[src/rtl/bios_boot_loader.sv]
// Boot-time copy engine: streams the BIOS ROM image into main memory, then releases the CPU.
// The ROM has one cycle of registered read latency, and the engine prefetches to hide it.
module bios_boot_loader #(
  parameter int DATA_WIDTH     = 16,
  parameter int ROM_ADDR_WIDTH = 9,
  parameter int MEM_ADDR_WIDTH = 16,
  parameter int BOOT_WORDS     = 512,
  parameter int DEST_BASE      = 0
) (
  input  logic                      clk,
  input  logic                      reset,
  input  logic                      start,
  output logic [ROM_ADDR_WIDTH-1:0] rom_addr,
  input  logic [DATA_WIDTH-1:0]     rom_q,
  output logic [MEM_ADDR_WIDTH-1:0] mem_addr,
  output logic [DATA_WIDTH-1:0]     mem_wdata,
  output logic                      mem_we,
  input  logic                      mem_ready,
  output logic                      busy,
  output logic                      done,
  output logic                      cpu_hold,
  output logic [DATA_WIDTH-1:0]     checksum
);

  typedef enum logic [1:0] {
    S_IDLE  = 2'd0,
    S_PRIME = 2'd1,
    S_COPY  = 2'd2,
    S_DONE  = 2'd3
  } state_t;

  localparam logic [ROM_ADDR_WIDTH-1:0] LAST_PTR  = ROM_ADDR_WIDTH'(BOOT_WORDS - 1);
  localparam logic [ROM_ADDR_WIDTH-1:0] PTR_ONE   = ROM_ADDR_WIDTH'(1);
  localparam logic [MEM_ADDR_WIDTH-1:0] BASE_ADDR = MEM_ADDR_WIDTH'(DEST_BASE);

  state_t                      state_q, state_d;
  logic [ROM_ADDR_WIDTH-1:0]   wr_ptr_q, wr_ptr_d;
  logic [DATA_WIDTH-1:0]       checksum_q, checksum_d;
  logic                        accept;

  assign accept = (state_q == S_COPY) && mem_ready;

  always_ff @(posedge clk or posedge reset) begin
    if (reset) begin
      state_q    <= S_IDLE;
      wr_ptr_q   <= '0;
      checksum_q <= '0;
    end else begin
      state_q    <= state_d;
      wr_ptr_q   <= wr_ptr_d;
      checksum_q <= checksum_d;
    end
  end

  // Next-state: auto-boot out of IDLE; start only matters once the image is in place.
  always_comb begin
    state_d = state_q;
    case (state_q)
      S_IDLE:  state_d = S_PRIME;
      S_PRIME: state_d = S_COPY;
      S_COPY:  if (accept && (wr_ptr_q == LAST_PTR)) state_d = S_DONE;
      S_DONE:  if (start) state_d = S_PRIME;
      default: state_d = S_IDLE;
    endcase
  end

  always_comb begin
    wr_ptr_d   = wr_ptr_q;
    checksum_d = checksum_q;
    if (state_q == S_PRIME) begin
      wr_ptr_d   = '0;
      checksum_d = '0;
    end else if (accept) begin
      wr_ptr_d   = wr_ptr_q + PTR_ONE;
      checksum_d = checksum_q + rom_q;
    end
  end

  // During COPY the ROM is addressed one word ahead only when the current word is being
  // accepted, so rom_q holds the pending word steady across a stall.
  always_comb begin
    rom_addr = '0;
    mem_we   = 1'b0;
    busy     = 1'b0;
    done     = 1'b0;
    cpu_hold = 1'b1;
    case (state_q)
      S_PRIME: busy = 1'b1;
      S_COPY: begin
        busy     = 1'b1;
        mem_we   = 1'b1;
        rom_addr = mem_ready ? (wr_ptr_q + PTR_ONE) : wr_ptr_q;
      end
      S_DONE: begin
        done     = 1'b1;
        cpu_hold = 1'b0;
      end
      default: ;
    endcase
  end

  assign mem_addr  = BASE_ADDR + MEM_ADDR_WIDTH'(wr_ptr_q);
  assign mem_wdata = rom_q;
  assign checksum  = checksum_q;

endmodule

[config.mk]
export PLATFORM = sky130hd
export DESIGN_NAME = bios_boot_loader
export DESIGN_NICKNAME = d
export VERILOG_FILES = /design/src/rtl/bios_boot_loader.sv
export SDC_FILE = /design/constraint.sdc
export NUM_CORES = 1
export LEC_CHECK = 0
export BUFFER_PORTS_ARGS = -buffer_cell sky130_fd_sc_hd__buf_2
export CORE_MARGIN = 2
export CORE_UTILIZATION = 34
export DETAILED_ROUTE_END_ITERATION = 8
export HOLD_SLACK_MARGIN = 0.03
export PLACE_DENSITY_LB_ADDON = 0.12
export SLEW_MARGIN = 30
export SYNTH_ARGS = -nofsm -noshare
export SYNTH_HDL_FRONTEND = slang
export SYNTH_SLANG_ARGS = --single-unit
[constraint.sdc]
create_clock -name clk -period 2.9 [get_ports clk]
set_input_delay 0.29 -clock clk [delete_from_list [all_inputs] [get_ports clk]]
set_output_delay 0.29 -clock clk [all_outputs]
set_load 0.01 [all_outputs]
[Yosys cells after proc, flatten, opt, wreduce, memory -nomap -nowiden]
Cells that the tools add are included.
Storage, ports and cells
  flip-flop bits (word level): 27
  output and inout bits: 61
  logic and storage cells: 30
Operators by class
  $add $sub $neg: 2
  equality and inequality tests: 6
  muxes and demuxes: 13
  reduce and logical (&&, ||, !) cells: 6
Operator list (number)
  $mux W9: 4
  $mux W16: 2
  $add A16 B16 Y16: 1
  $add A9 B1 Y9 const B: 1
  $eq A9 B9 Y1 const B: 1
  $pmux W2 S4: 1
  $eq A2 B2 Y1 const B: 2
  $mux W1: 4
  $mux W2: 2
  $eq A2 B1 Y1 const B: 1
  $logic_and A1 B1 Y1: 2
  $logic_not A2 Y1: 1
  $ne A2 B1 Y1 const B: 1
  $ne A2 B2 Y1 const B: 1
  $reduce_and A2 Y1: 1
  $reduce_bool A2 Y1: 1
  $reduce_or A2 Y1: 1

[Longest topological paths before layout]
Gate-level depths: netlist of the first run.
  depth in word-level cells: 5
  mapped depth: 9
  depth with buffers taken out: 9

[Worst setup path after synthesis of the first run]
OpenSTA, ideal clock, no wires.
  path kind: register to register
  start point: reg checksum_q[0] (netlist: checksum[0])
  end point: reg checksum_q[14] (netlist: checksum[14])
  setup time: 0.087 ns
  arrival: 2.150 ns
  required time: 2.813 ns
  setup slack: 0.664 ns
  cell stages (with the launch flop): 10
  buffers on the path: 0
  period minus slack after synthesis: 2.236 ns
  cells stage by stage: dfrtp_1 ha_1 inv_1 fa_1 and2b_2 o2111ai_4 a2111oi_4 nor2_2 o21a_1 o211ai_1
On the way
  cells in the longest elaborated chain, start to end: 3
Ends and longest elaborated chain
  start: declaration: line 38  | logic [DATA_WIDTH-1:0] checksum_q, checksum_d;
  start signal: assignment: line 51  | checksum_q <= checksum_d;
  $add A16 B16 Y16: line 75  | checksum_d = checksum_q + rom_q;
  $mux W16: line 73  | end else if (accept) begin
  $mux W16: line 70  | if (state_q == S_PRIME) begin
Every way passes these cells. The select of a mux whose other input is x is not followed.
A chain may end at the register's enable or synchronous reset.

[Final worst setup path of the first run]
  start point: reg wr_ptr_q[0]
  end point: out rom_addr[8]
On the way
  cells in the longest elaborated chain, start to end: 3
Ends and longest elaborated chain
  start: declaration: line 37  | logic [ROM_ADDR_WIDTH-1:0] wr_ptr_q, wr_ptr_d;
  start signal: assignment: line 50  | wr_ptr_q <= wr_ptr_d;
  $add A9 B1 Y9: line 92  | rom_addr = mem_ready ? (wr_ptr_q + PTR_ONE) : wr_ptr_q;
  $mux W9: line 92
  $mux W9: line 87  | case (state_q)
  end: declaration: line 13  | output logic [ROM_ADDR_WIDTH-1:0] rom_addr,
Every way passes these cells.

==> flow_summary.json, run 1 <==
{
  "outcome": "finished clean",
  "drtIter0Drc": 48,
  "dieArea_sq_mm": 0.00753,
  "crit_chain": "ha_1, and3_1, and3_1, and3_1, ha_1, mux2i_1, nor2b_1, buf_2",
  "die_h_microns": 86.8,
  "path_class": "flip-flop to primary output",
  "design.core.area_sq_mm": 0.00672,
  "grt_pass1_wl_mm": 9.10,
  "cp_max_fo": 6,
  "crit_path_frequent_cell": "and3_1",
  "gp_congestion": 0.818,
  "synthArstFlopShare_pct": 100,
  "fillers": 704,
  "worstPathRequired_ps": 2610,
  "syn_inst": 270,
  "io_buffers": 73,
  "post-synth-top-count-cell": "nand2_1",
  "cts_buffers": 3,
  "fp-row-count": 30,
  "yosys.cell_types.count": 49,
  "clk_latency_ps": 280,
  "critical_path.max_stage_delay_ps": 480,
  "critPathArrivalTime_ps": 2210,
  "synth-seq-cells": 27,
  "dp_cells": 401,
  "end_kind": "primary output",
  "cts-root-buf": "clkbuf_8",
  "hold_viol_final": 0,
  "path_clk_slew_ps": 100,
  "synth-main-ff-cell": "dfrtp_1",
  "drive_above_1_share_pct": 28.9,
  "nets": 368,
  "wirelength_mm": 5.32,
  "max_freq_mhz": 400,
  "synth_top_cell_by_area": "dfrtp_1",
  "setup_slack_ps": 402,
  "multi_input_area_sq_mm": 0.00144,
  "post_cts_buffers": 0,
  "grt_start_max_net_pins": 28,
  "path_delay_family": "simple AND/OR/NAND/NOR gates",
  "grt_remaining_overflow": 0,
  "rsz0062_at_grt": "no",
  "area.sequential_sq_um": 676,
  "hold_path.class": "input pin to asynchronous set/reset pin",
  "worstSetupStartpointType": "flip-flop",
  "grt_pass1_vias": 1930,
  "die_w_microns": 86.8,
  "antenna_found_initial": 0,
  "routedWlPerCell_microns": 13.1,
  "syn_area_per_cell_sq_um": 8.63,
  "ys_seq_area_share_pct": 29.0,
  "synth_edf_count": 0,
  "netlist_area_sq_mm": 0.00233,
  "hold_buffers": 0,
  "avgViaCountPerCell": 4.89,
  "worst_path_max_delay_cell": "dfrtp_1",
  "num_vias": 1982,
  "htreeDepth": 1,
  "fin_skew_ps": 6.87,
  "yosysWarnings": 0,
  "fin_cells": 405,
  "dp_slack_ps": 556,
  "powerDensity_mw_per_mm2": 776,
  "max-clock-path-buffers": 2,
  "vdd_drop_max_v": 0.000383,
  "dr.pass1.iters": 4,
  "tns_ps": 0,
  "detail-route-antenna-nets": 0,
  "synthTopCellsByCount": "36 x nand2_1, 27 x dfrtp_1, 23 x a21oi_1, 23 x buf_4, 21 x ha_1",
  "cts_sinks": 27,
  "period_needed_ps": 2500,
  "fin_crit_sh_pct": 86.1,
  "boundaryPins": 81,
  "drv_cap": 0,
  "leakage_nw": 1.43,
  "cts_tree": "done",
  "synthToLayoutAreaGrowth_pct": 15.3,
  "setup_viol": 0,
  "initial_core_util_pct": 34.7,
  "dp_hpwl_mm": 4.03,
  "track_usage_pct": 15.1,
  "cp_num_buf_inv": 1,
  "synthTopCellsByArea": "dfrtp_1 29%, ha_1 11%, buf_4 7.4%",
  "slew_viol_final": 0,
  "drc_errors": 0,
  "synth_top_cell_area_share_pct": 29.0,
  "n_antenna_cell": 0,
  "ctsResizeCount": 0
}
==> state kept, by name (all words and copies together) (netlist names) <==
name,count
checksum,16
state_q,2
wr_ptr_q,9
==> path summary, 6_finish.rpt <==
check | start | end | slack [ps] | depth (start not counted)
max in group asynchronous | reset | wr_ptr_q[2] | 2570 | 3
min in group clk | rom_q[0] | checksum[0] | 410 | 4
worst min-delay path | reset | checksum[9] | 50 | 3
worst max-delay path | wr_ptr_q[0] | rom_addr[8] | 400 | 8
worst max register to register | checksum[0] | checksum[14] | 560 | 9
worst min register to register | checksum[10] | checksum[10] | 540 | 2
==> placed cells by master, fill, tap and decap left out, types with 2 or more instances in the layout <==
master | Yosys | final
o211ai_1 | 2 | 2
a21o_1 | 8 | 8
a21oi_2 | 2 | 2
clkbuf_8 | 0 | 3
inv_1 | 9 | 9
or3_1 | 2 | 2
xnor2_1 | 10 | 10
nand4_1 | 4 | 4
or2_2 | 2 | 2
xor2_1 | 9 | 9
and2_1 | 8 | 8
nor2_1 | 17 | 17
o21ai_1 | 2 | 2
nand2_1 | 36 | 36
o21a_1 | 4 | 4
and3_1 | 4 | 4
nor2b_1 | 4 | 4
dfrtp_1 | 27 | 27
conb_1 | 1 | 7
and2b_2 | 2 | 2
o21ai_0 | 3 | 3
a21oi_1 | 23 | 23
nand3b_1 | 4 | 4
mux2i_1 | 4 | 4
ha_1 | 21 | 21
nor3b_1 | 4 | 4
nor3_1 | 3 | 3
buf_2 | 1 | 73
nand3_1 | 4 | 4
buf_4 | 23 | 4
==> power by group <==
group | switching, W | internal (W)
Combinational | 0.000728 | 0.000532
Clock | 0.000131 | 0.0000967
Sequential | 0.000106 | 0.000490
==> worst min-delay path, stage by stage <==
cell   delay [ps]
buf_2          90
inv_1          40
buf_4         330
==> metrics by stage <==
stage | area (sq um) | hold WS, ps | utilization (%) | power [W]
after floorplan | 2350 | 343 | - | 0.00153
after global placement | 2640 | 388 | 39.3 | 0.00188
after detailed placement | 2640 | 384 | 39.3 | 0.00188
after CTS | 2690 | 68.4 | 40.0 | 0.00212
after global routing | 2690 | 87.3 | 40.0 | 0.00230
final | 2690 | 53.5 | 40.0 | 0.00208
==> area by class of cell <==
cell class                      instances  share of cell area [%]
Clock buffer                            3                    1.54
Clock inverter                          1                   0.186
Inverter                                9                    1.26
Multi-Input combinational cell        208                    53.4
Sequential cell                        27                    25.2
Tap cell                               80                    3.73
Timing Repair Buffer                   77                    14.7
==> kinds of logic after synthesis <==
group                    share of synthesized area, %
adder cells (fa/ha/maj)                          12.1
buffers and inverters                            10.4
other                                           0.161
multiplexers                                     2.20
AND/OR/NAND/NOR                                  20.7
XOR/XNOR                                         7.14
AO/OA/AOI/OAI                                    18.3
flip-flops                                       29.0
==> layer usage <==
layer | global-route usage [%] | share of wire [%] | vias up
met5 | 0 | 0 | -
met4 | 3.84 | 0.96 | 0
met3 | 2.00 | 4.6 | 4
met2 | 25.8 | 47 | 61
met1 | 20.0 | 47 | 908
li1 | - | - | 1009
No activity file was read; power rests on OpenSTA's default activity.
==> run 2, diff against run 1 <==
--- a/config.mk
+++ b/config.mk
@@ -6,6 +6,7 @@
 export NUM_CORES = 1
 export LEC_CHECK = 0
 export BUFFER_PORTS_ARGS = -buffer_cell sky130_fd_sc_hd__buf_2
+export CORE_ASPECT_RATIO = 1.4
 export CORE_MARGIN = 2
 export CORE_UTILIZATION = 34
 export DETAILED_ROUTE_END_ITERATION = 8
==> run 2 against run 1 <==
Worst setup slack gained 5.6 ps. Critical path type unchanged. Final area increased by 0.84%. Clock power hardly changed. Clock-buffer cell count is the same. Via count down 0.45%. Die area grew 0.13%. Combinational power hardly changed.
==> flow_summary.json, run 2 (synthesis results as in run 1) <==
{
  "outcome": "finished clean",
  "end_kind": "primary output",
  "ctsResizeCount": 0,
  "die_h_microns": 102,
  "cts_tree": "done",
  "num_vias": 1973,
  "cts-root-buf": "clkbuf_8",
  "tightest_slew_ps": 904,
  "final_cell_mix": "73 x buf_2, 36 x nand2_1, 27 x dfrtp_1",
  "max-clock-path-buffers": 2,
  "path_class": "flip-flop to primary output",
  "detail-route-antenna-nets": 0,
  "powerDensity_mw_per_mm2": 772,
  "largest_reg_flops": 16,
  "fin_crit_sh_pct": 86.0,
  "path_clk_slew_ps": 100,
  "grt_pass1_wl_mm": 8.83,
  "routedWlPerCell_microns": 13.0,
  "final_util_pct": 41.0,
  "worstSetupStartpointType": "flip-flop",
  "drive_above_1_share_pct": 29.1,
  "fp-row-count": 35,
  "drtIter0Drc": 53,
  "htreeDepth": 1,
  "rsz0062_at_grt": "no",
  "grt_remaining_overflow": 0,
  "fin_skew_ps": 5.19,
  "design.core.area_sq_mm": 0.00661,
  "io_buffers": 73,
  "clk_latency_ps": 280,
  "worstPathRequired_ps": 2610,
  "dieArea_sq_mm": 0.00754,
  "post_cts_buffers": 0,
  "track_usage_pct": 14.9,
  "tns_ps": 0,
  "die_w_microns": 74.0,
  "max_freq_mhz": 401,
  "n_antenna_cell": 0,
  "critPathArrivalTime_ps": 2200,
  "cts_sinks": 27,
  "vdd_drop_max_v": 0.000432,
  "grt_pass1_vias": 1882,
  "slew_viol_final": 0,
  "wirelength_mm": 5.42,
  "layout_commonest_cell": "buf_2",
  "avgViaCountPerCell": 4.72,
  "setup_viol": 0,
  "hold_path.class": "input pin to asynchronous set/reset pin",
  "boundaryPins": 81,
  "dp_hpwl_mm": 4.00,
  "slew_headroom_pct": 39.7,
  "leakage_nw": 1.44,
  "antenna_found_initial": 0,
  "gp_congestion": 0.817,
  "hold_viol_final": 0,
  "initial_core_util_pct": 35.2,
  "nets": 369,
  "dr.pass1.iters": 4,
  "drc_errors": 0,
  "cts_buffers": 3,
  "synthToLayoutAreaGrowth_pct": 16.3,
  "hold_buffers": 0,
  "grt_start_max_net_pins": 28,
  "cp_max_fo": 6,
  "drv_cap": 0,
  "period_needed_ps": 2490,
  "fin_total_pwr_w": 0.00209
}
==> run 2: cell count changes in the layout (fill, tap and decap cells not counted) <==
cell | before | now
buf_4 | 4 | 5
==> run 2: per-layer routing <==
metal / share of wire (%) / GRT usage (%) / wire (microns) / up-vias
met5: 0 / 0 / 0 / -
met4: 0.70 / 3.92 / 38 / 0
met3: 4.0 / 1.97 / 218 / 2
met2: 50 / 26.2 / 2730 / 47
met1: 45 / 18.8 / 2430 / 916
li1: - / - / - / 1008
==> run 2: metrics by stage <==
stage / setup slack (ps) / instances / hold slack [ps] / cell area, sq um
after floorplan: 664 / 276 / 343 / 2350
after global placement: 603 / 414 / 393 / 2660
after detailed placement: 566 / 414 / 388 / 2660
after CTS: 378 / 418 / 70.8 / 2710
after global routing: 222 / 418 / 86.0 / 2710
final: 407 / 418 / 63.7 / 2710
==> run 2: power breakdown <==
part	total (W)	internal [W]	switching, W
Sequential	0.000595	0.000490	0.000105
Clock	0.000227	0.0000965	0.000131
Combinational	0.00127	0.000538	0.000730
==> run 2: worst paths after layout <==
| path | from | end | slack (ps) | depth (start not counted) |
|---|---|---|---|---|
| worst max-delay path | wr_ptr_q[0] | rom_addr[8] | 410 | 8 |
| worst min-delay path | reset | wr_ptr_q[4] | 60 | 3 |
| worst max register to register | checksum[0] | checksum[14] | 550 | 9 |
| worst min register to register | checksum[6] | checksum[6] | 550 | 2 |
| max in group asynchronous | reset | checksum[8] | 2560 | 3 |
| min in group clk | rom_q[0] | checksum[0] | 400 | 4 |
==> run 2: cell type report <==
cell class / count / area, sq um
clock inverter: 1 / 5.00
timing repair buffer: 78 / 403
inverter: 9 / 33.8
sequential: 27 / 676
multi-input combinational: 208 / 1440
clock buffer: 3 / 41.3
tap: 92 / 115
fill: 699 / 3900
==> run 2: critical path, stage by stage, from the launching register on <==
cell	delay [ps]
dfrtp_1	470
ha_1	260
and3_1	180
and3_1	210
and3_1	190
ha_1	280
mux2i_1	140
nor2b_1	60
buf_2	130
==> run 3, diff against run 2 <==
--- a/config.mk
+++ b/config.mk
@@ -10,6 +10,7 @@
 export CORE_MARGIN = 2
 export CORE_UTILIZATION = 34
 export DETAILED_ROUTE_END_ITERATION = 8
+export GPL_TIMING_DRIVEN = 0
 export HOLD_SLACK_MARGIN = 0.03
 export PLACE_DENSITY_LB_ADDON = 0.12
 export SLEW_MARGIN = 30
==> run 3 against run 2 <==
Sequential share of layout area is 1.5 points lower. Largest power group unchanged. Global-route usage is 0.30 points higher. Combinational power hardly changed. Critical endpoint unchanged.
==> flow_summary.json, run 3 (synthesis results as in run 1) <==
{
  "worstPathRequired_ps": 2610,
  "vdd_drop_max_v": 0.000427,
  "design.core.area_sq_mm": 0.00661,
  "cts_tree": "done",
  "cp_max_fo": 6,
  "num_vias": 2093,
  "crit_chain": "ha_1, and3_1, and3_1, and3_1, ha_1, mux2i_1, nor2b_1, buf_2",
  "fp-row-count": 35,
  "synthToLayoutAreaGrowth_pct": 23.5,
  "critical_path.max_stage_delay_ps": 470,
  "clk_latency_ps": 290,
  "path_class": "flip-flop to primary output",
  "fin_cells": 444,
  "grt_remaining_overflow": 0,
  "die_h_microns": 102,
  "post_cts_buffers": 0,
  "hold_buffers": 0,
  "htreeDepth": 1,
  "dieArea_sq_mm": 0.00754,
  "drv_cap": 0,
  "rsz0062_at_grt": "no",
  "reg2regPathDepth": 9,
  "powerDensity_mw_per_mm2": 735,
  "detail-route-antenna-nets": 0,
  "path_delay_family": "simple AND/OR/NAND/NOR gates",
  "grt_start_max_net_pins": 28,
  "cts_sinks": 27,
  "period_needed_ps": 2510,
  "reg2reg_slack_ps": 480,
  "routedWlPerCell_microns": 12.5,
  "n_antenna_cell": 0,
  "hold_path.class": "input pin to asynchronous set/reset pin",
  "p_clk_share_pct": 11.2,
  "max_freq_mhz": 398,
  "pwr-share-comb_pct": 60.6,
  "wirelength_mm": 5.56,
  "largest_reg_flops": 16,
  "dp_hpwl_mm": 4.28,
  "fillers": 709,
  "end_kind": "primary output",
  "die_w_microns": 74.0,
  "setup_viol": 0,
  "boundaryPins": 81,
  "tightest_slew_ps": 608,
  "crit_path_frequent_cell": "and3_1",
  "initial_core_util_pct": 35.2,
  "grt_pass1_vias": 1940,
  "fin_crit_sh_pct": 86.6,
  "drive_above_1_share_pct": 32.4,
  "cp_num_buf_inv": 1,
  "worst_path_max_delay_cell": "dfrtp_1",
  "cts_buffers": 3,
  "critPathArrivalTime_ps": 2220,
  "nets": 395,
  "crit-reg2reg-capture": "checksum[14]",
  "p_switching_w": 0.000982,
  "outcome": "finished clean",
  "dr.pass1.iters": 4,
  "cts-root-buf": "clkbuf_8",
  "final_util_pct": 43.5,
  "worstReg2RegStart": "checksum[0]",
  "avgViaCountPerCell": 4.71,
  "gp_congestion": 0.789,
  "leakage_nw": 1.53,
  "drtIter0Drc": 97,
  "worstSetupStartpointType": "flip-flop",
  "slew_viol_final": 0,
  "pwr-share-seq_pct": 28.1,
  "ctsResizeCount": 0,
  "dp_cells": 440,
  "grt_pass1_wl_mm": 9.02,
  "hold_viol_final": 0,
  "final_cell_mix": "73 x buf_2, 36 x nand2_1, 27 x dfrtp_1",
  "io_buffers": 72,
  "switching_share_pct": 46.4,
  "layout_commonest_cell": "buf_2",
  "track_usage_pct": 15.2,
  "p_int_w": 0.00113,
  "path_clk_slew_ps": 110,
  "tns_ps": 0,
  "max-clock-path-buffers": 2,
  "slew_headroom_pct": 59.4,
  "antenna_found_initial": 0,
  "fin_skew_ps": 9.22,
  "drc_errors": 0
}
==> run 3: cell types whose count changed in the layout (fill, tap and decap cells not counted) <==
| cell | delta |
|---|---|
| inv_1 | -1 |
| inv_2 | +1 |
| clkbuf_1 | +8 |
| clkinvlp_4 | +1 |
| clkinv_2 | -1 |
| buf_4 | +18 |
==> run 3: layer usage <==
metal / wire [microns] / up-vias / global-route usage [%] / part of all wire, %
li1: - / 1061 / - / -
met1: 2480 / 977 / 18.7 / 45
met2: 2830 / 51 / 28.0 / 51
met3: 203 / 4 / 1.68 / 3.7
met4: 46 / 0 / 3.36 / 0.83
met5: 0 / - / 0 / 0
==> run 3: final cells by class <==
| cell class | instances | area [sq um] | share of cell area, % |
|---|---|---|---|
| buffer | 32 | 208 | 7.22 |
| clock buffer | 3 | 41.3 | 1.44 |
| clock inverter | 1 | 7.51 | 0.261 |
| inverter | 9 | 33.8 | 1.17 |
| multi-input combinational | 208 | 1440 | 49.9 |
| sequential | 27 | 676 | 23.5 |
| tap | 92 | 115 | 4.00 |
| timing repair buffer | 72 | 360 | 12.5 |
==> run 3: power groups by stage <==
stage | registers, W | logic (W) | clock network, W
5_1_grt | 0.000614 | 0.00146 | 0.000254
6_report | 0.000595 | 0.00128 | 0.000238
2_1_floorplan | 0.000634 | 0.000892 | 0
3_3_place_gp | 0.000601 | 0.00129 | 0
4_1_cts | 0.000598 | 0.00131 | 0.000242
3_5_place_dp | 0.000606 | 0.00130 | 0
==> run 3: worst max path at each step <==
stage / to / cells past startpoint / start
after global routing: rom_addr[8] / 8 / wr_ptr_q[0]
after floorplan: checksum[14] / 9 / checksum[0]
final: rom_addr[8] / 8 / wr_ptr_q[0]
after CTS: rom_addr[8] / 8 / wr_ptr_q[0]
after detailed placement: checksum[14] / 10 / rom_q[0]
after global placement: checksum[14] / 10 / rom_q[0]
==> run 3: stage by stage <==
stage	setup slack [ps]	total power, W	hold WS, ps	instance area (sq um)
finish	389	0.00212	54.3	2880
global route	306	0.00233	109	2880
CTS	388	0.00215	90.6	2880
detailed placement	511	0.00191	407	2830
global placement	526	0.00189	524	2830
floorplan	664	0.00153	343	2350
